<file path="src/rtl/cntr_modn_updn.sv">
// Modulo-N up/down counter with enable, synchronous clear/load, wrap or
// saturate at the ends, terminal-count flag and registered wrap/load-error pulses.
module cntr_modn_updn #(
   parameter int WIDTH   = 4,
   parameter int MODULUS = 10
) (
   input  logic             clk,
   input  logic             reset_n,
   input  logic             en,
   input  logic             inc,
   input  logic             sat_mode,
   input  logic             clr,
   input  logic             load,
   input  logic [WIDTH-1:0] d_in,
   output logic [WIDTH-1:0] cnt,
   output logic             tc,
   output logic             wrap,
   output logic             load_err
);

   localparam logic [WIDTH-1:0] MAX  = WIDTH'(MODULUS - 1);
   localparam bit               FULL = (MODULUS == (1 << WIDTH));

   if (WIDTH < 2 || WIDTH > 16 || MODULUS < 2 || MODULUS > (1 << WIDTH)) begin : g_bad_param
      $error("cntr_modn_updn: illegal WIDTH/MODULUS combination");
   end

   logic [WIDTH-1:0] r_cnt;
   logic             r_wrap;
   logic             r_load_err;
   logic [WIDTH-1:0] w_cnt_nxt;
   logic             w_wrap_nxt;
   logic             w_err_nxt;
   logic             w_din_ok;
   logic             w_oor;

   // With a full power-of-two modulus every encoding is legal, so the range
   // checks collapse to constants instead of comparing against an impossible bound.
   if (FULL) begin : g_full
      assign w_din_ok = 1'b1;
      assign w_oor    = 1'b0;
   end else begin : g_part
      assign w_din_ok = (32'(d_in) < MODULUS);
      assign w_oor    = (32'(r_cnt) >= MODULUS);
   end

   always_comb begin
      w_cnt_nxt  = r_cnt;
      w_wrap_nxt = 1'b0;
      w_err_nxt  = 1'b0;
      if (clr) begin
         w_cnt_nxt = '0;
      end else if (load) begin
         if (w_din_ok) begin
            w_cnt_nxt = d_in;
         end else begin
            w_cnt_nxt = MAX;
            w_err_nxt = 1'b1;
         end
      end else if (en) begin
         if (w_oor) begin
            w_cnt_nxt = '0;
         end else if (inc) begin
            if (r_cnt == MAX) begin
               if (!sat_mode) begin
                  w_cnt_nxt  = '0;
                  w_wrap_nxt = 1'b1;
               end
            end else begin
               w_cnt_nxt = r_cnt + 1'b1;
            end
         end else begin
            if (r_cnt == '0) begin
               if (!sat_mode) begin
                  w_cnt_nxt  = MAX;
                  w_wrap_nxt = 1'b1;
               end
            end else begin
               w_cnt_nxt = r_cnt - 1'b1;
            end
         end
      end
   end

   always_ff @(posedge clk or negedge reset_n) begin
      if (!reset_n) begin
         r_cnt      <= '0;
         r_wrap     <= 1'b0;
         r_load_err <= 1'b0;
      end else begin
         r_cnt      <= w_cnt_nxt;
         r_wrap     <= w_wrap_nxt;
         r_load_err <= w_err_nxt;
      end
   end

   assign cnt      = r_cnt;
   assign wrap     = r_wrap;
   assign load_err = r_load_err;
   assign tc       = en & ((inc & (r_cnt == MAX)) | (~inc & (r_cnt == '0)));

endmodule

</file>
<file path="config.mk">
export PLATFORM = sky130hd
export DESIGN_NAME = cntr_modn_updn
export DESIGN_NICKNAME = d
export VERILOG_FILES = /design/src/rtl/cntr_modn_updn.sv
export SDC_FILE = /design/constraint.sdc
export NUM_CORES = 1
export LEC_CHECK = 0
export CORE_MARGIN = 1
export CORE_UTILIZATION = 38
export DETAILED_ROUTE_END_ITERATION = 16
export PLACE_DENSITY_LB_ADDON = 0.08
export SYNTH_ARGS = -nofsm -noshare
export SYNTH_HDL_FRONTEND = slang
export SYNTH_SLANG_ARGS = --single-unit
</file>
<file path="constraint.sdc">
create_clock -name clk -period 1.4 [get_ports clk]
set_input_delay 0.28 -clock clk [delete_from_list [all_inputs] [get_ports clk]]
set_output_delay 0.28 -clock clk [all_outputs]
set_load 0.01 [all_outputs]
</file>
* Word-level counts from Yosys, hierarchy flattened
Cells that the tools add are included.
** Storage, ports and cells
- Register bits after elaboration :: 6
- Latch bits :: 0
- Bits in writable memories :: 0
- Bits in read-only memories :: 0
- Input port bits :: 11
- Output and inout bits :: 7
- Logic and storage cells :: 39
- Memories kept :: 0
** Cells by class
- $add $sub $neg :: 2
- Multiply operators :: 0
- Divide/modulo/power cells :: 0
- Magnitude comparators :: 2
- Eq/ne operators :: 3
- Shift operators :: 0
- Muxes and demuxes :: 21
- Bitwise gates (word level) :: 5
- Reductions and logical operators :: 3
** Operators by type and width (number)
- 4-bit two-way mux :: 10
- 6-bit inequality test, second input constant :: 2
- 1-bit two-way mux :: 11
- 4-bit by 1-bit adder with 4-bit output, second input constant :: 1
- 4-bit == test, second input constant :: 1
- 4-bit >= comparator, second input constant :: 1
- 4-bit zero test :: 1
- 4-bit less-than comparator, second input constant :: 1
- 4-bit by 1-bit subtractor with 4-bit output, second input constant :: 1
- 1-bit AND :: 3
- 3-bit AND reduction :: 1
- 3-bit nonzero test :: 1
- 1-bit NOT :: 1
- 1-bit bitwise OR :: 1

* Longest topological paths before layout
- Depth in word-level cells :: 7
- Mapped depth :: 5
- Depth with buffers taken out :: 4

* Worst setup path before layout
Ideal clock, no wire load.
- Kind :: reg2reg
- Start point :: reg r_cnt[3] (netlist: cnt[3])
- End point :: reg r_cnt[0] (netlist: cnt[0])
- Library setup time :: 0.125 ns
- Arrival time :: 1.491 ns
- Data required time :: 1.275 ns
- Setup slack :: -0.215 ns
- Stages on the path, launching flop included :: 6
- Path buffers :: 1
- Cell sequence :: dfrtp_1 -> buf_4 -> or3_1 -> nand2_1 -> a21o_2 -> mux2_2
** Between the ends
- Word-level cells in the longest chain between the ends :: 7
** Ends and longest elaborated chain
- from (decl) :: line 28 : logic [WIDTH-1:0] r_cnt;
- from (signal assigned) :: line 91 : r_cnt <= w_cnt_nxt;
- 4-bit == test / 4-bit zero test (equally long branches) :: line 64, 73
- 4-bit two-way mux (on tied branches) :: line 64, 73
- 4-bit two-way mux :: line 63 : end else if (inc) begin
- 4-bit two-way mux :: line 61 : if (w_oor) begin
- 4-bit two-way mux :: line 60 : end else if (en) begin
- 4-bit two-way mux :: line 53 : end else if (load) begin
- 4-bit two-way mux :: line 51 : if (clr) begin
Several ways; a longest one is shown, not always the timed one. The select of a mux whose other input is x is not followed.
A chain may end at the register's enable or synchronous reset.

* Worst setup path after layout
- Start point :: reg r_cnt[3] (netlist: cnt[3])
- End point :: reg r_cnt[1] (netlist: cnt[1])
Same word-level chain as after synthesis.

==> summary by stage <==
Pwr
The worst-case IR drop observed on VDD is 0.000303 V. The power per standard cell area is 814 nW/um^2. The sum of internal, switching and leakage power is 0.730 mW. The analysis attributes to cell leakage a power of 0.437 nW.

Timing
Dividing the final minimum period by the clock period gives 1.23. The worst path in the final design needs a cycle of 1.72 ns, including I/O delays and setup. Setup repair after global routing could not meet its margin everywhere.

The worst slew margin relative to its limit is 0.756. The smallest setup slack after layout is -0.317 ns. The slew at the pin closest to its max-slew limit is 0.361 ns. The number of hold violations in the final report is 0. Static timing analysis puts the maximum clock frequency at 0.583 GHz. Between clock sinks in the finished design, the worst skew comes to 0.000144 ns. The worst hold-check slack is 0.263 ns. The max-slew violation total from the final report is 0. Setup violations remaining at the end of the flow were counted as 5.

Clocking
TritonCTS built the clock tree. The count of H-tree levels built during CTS is 1. The number of buffers on the longest clock path is 2. The clock net in this run drives a total of 6 sinks. Clock latency on the worst-skew pair, taken at its later pin, is 0.25 ns.

The clock slew seen by the registers of the worst setup and hold paths is 0.05 ns. The post-cts hold buffer count is 0. The root buffer selected by CTS is clkbuf_4.

The number of CTS-inserted buffers is 3.

Setup path
Traced cell by cell, the critical path runs through buf_6, or4_4, and2_2, a31oi_1, o2bb2ai_2. The largest individual stage delay along the critical path comes from the cell or4_4. In this design, the largest share of critical-path delay is due to simple AND/OR/NAND/NOR gates. The biggest cell delay along the critical path is 0.50 ns. The endpoint required time on the critical path is 1.53 ns. Of all nets on the critical path, the largest fanout is 4. The data arrival time of the critical path is 1.85 ns. The number of buffers and inverters on the critical path is 1.

The kind of end point of the critical path is a flip-flop. The worst setup path is launched from a flip-flop. The worst setup path is of the reg2reg kind.

Synth
The biggest area consumer among synthesized cells is dfrtp_1. In this run, synthesis produced a sequential element count of 6. The share of Yosys cell area claimed by the top area cell type is 0.293. The most frequently used flop master after synthesis is dfrtp_1. In the synthesized netlist the async set-or-reset flop fraction comes to 1.00. The sequential element share of the synthesized area is 0.293. During synthesis, Yosys emitted a total of 0 warnings. The synthesized netlist occupies a cell area of 513 sq um. Averaged over all synthesized cells, the footprint is 9.16 sq um.

Ranked by total cell area, the synthesized netlist is headed by dfrtp_1 29%, buf_4 4.4%, buf_6 4.4%. The netlist uses 32 different library cells. The number of enable-type register cells in the synthesized netlist is 0. The dominant cell by count in the synthesized netlist is dfrtp_1. The number of instances in the synthesized netlist is 56. The number of nets handed over by synthesis was 67. By count the netlist is led by 6 x dfrtp_1, 4 x nor2_1, 3 x buf_4, 3 x nand3_1, 3 x o21ai_0.

Final layout
Of the cells placed in the final design, the portion with a size suffix greater than 1 is 0.462. The net count of the finished layout is 105. The area growth from synthesis to layout is 74.9%. The antenna diode count is 0.

Routing
The number of remaining DRC errors is 0. In the final routed layout, each cell accounts on average for 16.0 um. The final wirelength is 1720 um. Once detail routing completed, the nets flagged for antenna violations numbered 0. Summing over every cut layer, the via total after detailed routing is 587. The first routing iteration left 9 violations.

The pre-antenna-repair detailed-routing pass consisted of 4 iterations. After detailed routing, the number of vias per cell comes to 5.49.

GRT
Entering global routing, the biggest net connects 14 pins. The via count of the first global-routing pass was 585. The overall fraction of global-route tracks in use is 0.255. The total global routing overflow is 0. The number of antenna violations at the first check in global routing came to 0. The wire length of the first global-routing pass is 2530 um.

Floorplan
The die outline area is 1500 sq um. The placeable core region is 1190 sq um. The initial core utilization is 0.432. 18 I/O pins were placed.

The vertical die dimension is 38.7 um. In this run the horizontal extent of the chip is 38.7 um. The count of standard-cell rows is 12.

Hold path
The worst hold path class is in2async.

Place
The final HPWL from detailed placement is 1170 um. Routability-driven placement finished with a final weighted congestion of 0.941. Input and output buffers added on the ports amount to 17.

Status
The run finished, with violations left. The final reports fail on negative setup slack.

Flow run
The number of max-cap violations is 0.
==> path summary, 6_finish.rpt <==
path / startpoint / endpoint / slack, ns / cells past startpoint
min in group clk: cnt[2] / cnt[2] / 0.74 / 2
worst max register to register: cnt[3] / cnt[1] / -0.32 / 5
worst min register to register: cnt[2] / cnt[2] / 0.74 / 2
worst min-delay path: reset_n / cnt[3] / 0.26 / 1
max in group asynchronous: reset_n / cnt[2] / 0.91 / 1
worst max-delay path: cnt[3] / cnt[1] / -0.32 / 5
==> per-layer routing <==
layer  up-vias  routed length [um]  track usage
met4         0                  38        0.207
met5         -                   0            0
li1        290                   -            -
met3         4                  45       0.0405
met2        16                 895        0.425
met1       277                 736        0.280
==> layout make-up <==
class	instances	area (sq um)
clock buffers	4	26.3
fillers	94	289
inverters	2	7.51
multi-input cells	43	360
flip-flops and latches	6	153
well taps	14	17.5
repair buffers	38	333
==> worst reg2reg max path, stage by stage (launching register included) <==
cell and delay [ns]:
dfrtp_1 0.41, buf_6 0.14, or4_4 0.50, and2_2 0.19, a31oi_1 0.25, o2bb2ai_2 0.10
==> layout by cell type, fill, tap and decap left out, types with 2 or more instances in the layout <==
cell              n
and4b_1           2
clkbuf_2          2
dfrtp_2           2
nor2b_1           2
o21ai_0           2
clkdlybuf4s50_1  10
dfrtp_1           4
inv_1             2
mux2_4            3
buf_6             6
nand3_1           2
dlygate4sd2_1     2
or3_1             2
clkbuf_4          3
a31oi_1           2
nor2_1            3
buf_4            16
==> metrics by stage <==
step,cell area (sq um),worst slack (ns),std cells,setup TNS (ns),utilization
2_1_floorplan,542,-0.173,56,-0.623,-
3_3_place_gp,793,-0.703,97,-2.54,0.669
3_5_place_dp,793,-0.724,97,-2.70,0.669
4_1_cts,872,-0.252,106,-0.918,0.735
5_1_grt,897,-0.348,107,-1.15,0.756
6_report,897,-0.317,107,-1.04,0.756
==> logic make-up (layout without fill, tap and decap cells) <==
logic type             after synthesis  after routing  synth area share
AO/OA/AOI/OAI                       13             13             0.180
flip-flops                           6              6             0.293
multiplexers                         3              3            0.0658
AND/OR/NAND/NOR                     26             26             0.341
buffers and inverters                7             44             0.102
XOR/XNOR                             1              1            0.0171
==> flip-flops by register name, summed over array words and instances, names as in the netlist <==
register,count
cnt,4
load_err,1
wrap,1
==> report_power, final <==
part / internal [mW] / total (mW) / switching (mW)
clock: 0.109 / 0.185 / 0.0763
sequential: 0.189 / 0.208 / 0.0190
combinational: 0.195 / 0.337 / 0.142
==> repair_timing <==
| item | 4_1_cts | 5_1_grt |
|---|---|---|
| gates resized for setup | 20 | 10 |
| setup buffers | 5 | 1 |
| endpoints found under the setup margin | 9 | 8 |
| pin swaps | 6 | 2 |
(Power assumes the default switching activity.)
==> RTL change 1: new RTL, config.mk and constraints unchanged <==
The parameter `WIDTH` goes from 4 to 6.
--- a/src/rtl/cntr_modn_updn.sv
+++ b/src/rtl/cntr_modn_updn.sv
@@ -1,7 +1,7 @@
 // Modulo-N up/down counter with enable, synchronous clear/load, wrap or
 // saturate at the ends, terminal-count flag and registered wrap/load-error pulses.
 module cntr_modn_updn #(
-   parameter int WIDTH   = 4,
+   parameter int WIDTH   = 6,
    parameter int MODULUS = 10
 ) (
    input  logic             clk,
Ports: changed (resized cnt and d_in); port bits go from 18 to 22. No check against the original RTL was run, so the function may have changed too.
==> RTL change 1 against the unedited design <==
  * The run still ends with setup timing left
  * Core utilization grew 6.3 points
  * Design area grew 59%
  * Synthesized area grew 40%
  * Wire length grew 63%
  * Worst hold slack gained 0.035 ns
  * Sequential power grew 38%
  * Via count grew 64%
  * Sequential cell count grew 2
  * Setup slack lost 0.24 ns
  * Clock skew grew 0.017 ns
  * Power grew 64%
  * Largest power group unchanged
==> RTL change 1: results (changes against the unedited design) <==
NumNets Final=157 (+50%); Port-buffer cells=21 (+4); failing checks=setup timing; startpoint of the worst register-to-register path=cnt[0]; worst path setup slack after routing=-0.552 ns (-0.235 ns); net count after synthesis=106 (+58%); number of DRC markers in iteration 0=27 (+18); DRT met1 WL=1.09 mm (+48%); clock slew at reported path FFs=0.07 ns (+0.02 ns); met2 Track Usage GR=49.4% (+6.9 points); capture instance of the worst register-to-register path=cnt[3]; sum of negative setup slack=-3.86 ns (-2.82 ns); Arrival @ worst endpoint=2.15 ns (+0.30 ns); combinational cell fraction of total power=60.4% (+14 points); wire length of the first global-routing pass=4.13 mm (+63%); number of flip-flops under the largest register name=6 (+2); outcome=finished with violations; M1 GR Usage=36.5% (+8.5 points); standby leakage power=0.658 nW (+51%); depth of the most critical reg-to-reg path=8 (+3); most area-consuming cells after synthesis=sky130_fd_sc_hd__dfrtp_1 28%, sky130_fd_sc_hd__ha_1 8.7%, sky130_fd_sc_hd__nand2_1 5.8%; number of library cell types mapped by synthesis=35 (+9.4%); HPWL after DPL=1.89 mm (+61%); area share of fa/ha/maj cells after synthesis=8.73% (+8.7 points); smallest hold slack=0.298 ns (+0.0352 ns); post-synthesis xor/xnor area fraction=0% (-1.7 points); total net switching power=452 uW (+90%); top post-synthesis cells by count=11 x sky130_fd_sc_hd__nand2_1, 8 x sky130_fd_sc_hd__dfrtp_1, 8 x sky130_fd_sc_hd__nor3_1, 5 x sky130_fd_sc_hd__clkbuf_1, 5 x sky130_fd_sc_hd__ha_1; final setup violation count=8 (+3); post-synthesis compound-gate area fraction=25.7% (+7.6 points); GR Util All Layers=29.2% (+3.6 points); Met3 Wirelength=169 um (+280%)
==> RTL change 1: cell types whose count changed after synthesis, moves of 5 or more <==
cell | before | now
sky130_fd_sc_hd__ha_1 | 0 | 5
sky130_fd_sc_hd__nor3_1 | 1 | 8
sky130_fd_sc_hd__clkbuf_1 | 0 | 5
sky130_fd_sc_hd__nand2_1 | 2 | 11
==> RTL change 1: worst max path at each step <==
stage | startpoint | end | slack [ns] | cells past startpoint
5_1_grt | cnt[0] | cnt[3] | -0.61 | 8
3_3_place_gp | inc | tc | -0.67 | 5
4_1_cts | cnt[1] | tc | -0.51 | 6
6_report | cnt[0] | cnt[3] | -0.55 | 8
2_1_floorplan | cnt[0] | cnt[3] | -0.59 | 8
3_5_place_dp | inc | tc | -0.73 | 5
==> RTL change 1: per-stage QoR <==
step	cells	power (mW)	area, um^2
2_1_floorplan	88	0.601	831
3_3_place_gp	154	0.854	1240
3_5_place_dp	154	0.870	1240
4_1_cts	162	1.16	1410
5_1_grt	162	1.25	1430
6_report	162	1.20	1430
==> RTL change 1: critical path, cell delays in order (launching register included) <==
cell	delay, ns
sky130_fd_sc_hd__dfrtp_2	0.45
sky130_fd_sc_hd__inv_6	0.05
sky130_fd_sc_hd__ha_4	0.14
sky130_fd_sc_hd__nor3b_4	0.14
sky130_fd_sc_hd__a32o_2	0.25
sky130_fd_sc_hd__buf_6	0.11
sky130_fd_sc_hd__a41o_1	0.19
sky130_fd_sc_hd__or4_4	0.42
sky130_fd_sc_hd__o21ai_2	0.13
==> RTL change 1: layout make-up <==
class | count | area (um^2) | share of cell area [%]
well taps | 25 | 31.3 | 2.19
flip-flops and latches | 8 | 205 | 14.3
repair buffers | 54 | 500 | 35.0
clock buffers | 3 | 22.5 | 1.57
multi-input cells | 69 | 649 | 45.4
inverters | 3 | 21.3 | 1.49
==> RTL change 2: new RTL, same settings <==
Made on the original files. Make the reset (`reset_n`) synchronous in one clocked block.
--- a/src/rtl/cntr_modn_updn.sv
+++ b/src/rtl/cntr_modn_updn.sv
@@ -82,7 +82,7 @@
       end
    end
 
-   always_ff @(posedge clk or negedge reset_n) begin
+   always_ff @(posedge clk) begin
       if (!reset_n) begin
          r_cnt      <= '0;
          r_wrap     <= 1'b0;
Check against the original RTL: differs if reset_n is asserted again (counterexample within 4 cycles, from zero or initial values and one cycle with reset_n low); with reset_n held inactive, the same outputs for 10 cycles.
==> RTL change 2 against the unedited design <==
  * The flow still finishes with violations (setup timing)
  * Power is 20% lower
  * Design area is 2.9% lower
  * Wire length is 8.3% lower
  * Die area is 10% lower
  * Global-route usage is 1.3 points higher
  * Sequential cell count stayed put
  * Clock skew is 0.0059 ns higher
  * First-iteration DRC count is 78% lower
  * Final cell count is 0.93% higher
  * Setup slack better by 0.20 ns
  * Synthesized area is 10% lower
  * Via count stayed put
  * Count of clock-buffer cells in the layout is 1 lower
  * Largest cell class unchanged
  * Largest power group unchanged
==> RTL change 2: results (changes against the unedited design) <==
share of flip-flops with an asynchronous set or reset=0% (-100 points); number of inserted filler cells in the final layout=81 (-14%); largest vdd supply drop=0.354 mV (+17%); wire length on met2=793 um (-11%); Post-Synthesis Mean Instance Area=8.20 um^2 (-10%); standby leakage power=0.385 nW (-12%); maximum fanout along the worst path=7 (+3); net switching fraction of the power=31.2% (-1.3 points); buffer cell driving the clock tree root=sky130_fd_sc_hd__clkbuf_4; vias in the first global route=548 (-6.3%); clock slew at reported path FFs=0.05 ns (about the same); Seq group=186 uW (-11%); power drawn by the clock network=176 uW (-5%); cell area after placement=732 um^2 (-7.7%); layout cells sized above 1=44.7% (-1.6 points); Port-buffer cells=17 (unchanged); drt pass-1 iters=2 (-2); GR Util All Layers=26.8% (+1.3 points); largest net degree at the start of global routing=13 (-1); HPWL after DPL=1.03 mm (-12%); Critical path destination=cnt[1]; Ys Warns=0 (unchanged); failing checks=setup timing; path category of the worst min-delay check=in -> reg; source of the critical timing path=cnt[2]; Met3 Wirelength=38 um (-16%); NumNets Final=107 (+1.9%); DRT met1 WL=705 um (-4.2%); most area-consuming cells after synthesis=sky130_fd_sc_hd__dfxtp_1 26%, sky130_fd_sc_hd__nor2_1 5.7%, sky130_fd_sc_hd__a211oi_2 5.4%; vias after detailed routing=587 (unchanged); antenna diode count=0 (unchanged); outcome=finished with violations; worst path setup slack after routing=-0.121 ns (+0.196 ns); smallest hold slack=0.591 ns (+0.328 ns); vias per std cell=5.44 (-0.93%); final setup violation count=4 (-1); placer congestion estimate=0.807 (-14%); worst setup timing slack at the placement stage=-0.616 ns (+0.108 ns); sum of negative setup slack=-0.365 ns (+0.675 ns); total net switching power=183 uW (-23%); wirelength, routed=1.57 mm (-8.3%); actual transition at the worst max-transition pin=0.400 ns (+0.0387 ns); total CTS buffers=3 (unchanged); Post-synth top flop=sky130_fd_sc_hd__dfxtp_1; wire length of the first global-routing pass=2.48 mm (-1.6%); number of DRC markers in iteration 0=2 (-7); top post-synthesis cells by count=7 x sky130_fd_sc_hd__nor2_1, 6 x sky130_fd_sc_hd__dfxtp_1; Arrival @ worst endpoint=1.70 ns (-0.15 ns); Final Skew=0.00604 ns (+0.00589 ns); share of synthesized area occupied by flip-flops and latches=26.2% (-3.1 points)
-- RTL change 2: layout make-up --
cell class              instances  area [um^2]  area share [%]
clock buffers                   3         22.5            2.59
inverters                       3         11.3            1.29
multi-input cells              43          349            40.1
flip-flops and latches          6          124            14.2
well taps                      14         17.5            2.01
repair buffers                 39          347            39.8
-- RTL change 2: cell families (layout without fill, tap and decap cells) --
logic type	count (synthesis)	in the layout	synth area share, %
flops	6	6	26.2
xor+xnor	2	2	3.82
compound gates	18	18	31.9
buf+inv	7	45	8.17
simple gates	23	23	30.0
-- RTL change 2: what timing repair did --
item | in CTS | in global routing
hold endpoints to repair | 0 | 0
pin swaps | 8 | 2
resized for setup | 16 | 11
gates cloned | 0 | 0
buffers inserted | 4 | 4
setup endpoints to repair | 9 | 7
-- RTL change 2: metal layers --
layer  vias up  global-route usage [%]
met1       277                    33.6
met3         4                    5.49
met4         0                    11.1
li1        292                       -
met2        14                    44.2
met5         -                       0
-- RTL change 2: worst min path at each step --
stage / to / from / cells after the start
floorplan: load_err / d_in[3] / 2
global placement: cnt[1] / cnt[1] / 3
detailed placement: cnt[1] / cnt[1] / 3
CTS: cnt[1] / cnt[1] / 3
global route: wrap / load / 4
finish: wrap / load / 4
-- RTL change 2: worst max-delay path, cell delays in order, from the launching register on --
cell	delay, ns
sky130_fd_sc_hd__dfxtp_2	0.34
sky130_fd_sc_hd__buf_4	0.15
sky130_fd_sc_hd__or3b_1	0.37
sky130_fd_sc_hd__a221oi_2	0.28
sky130_fd_sc_hd__o311ai_1	0.12
sky130_fd_sc_hd__a21oi_1	0.17
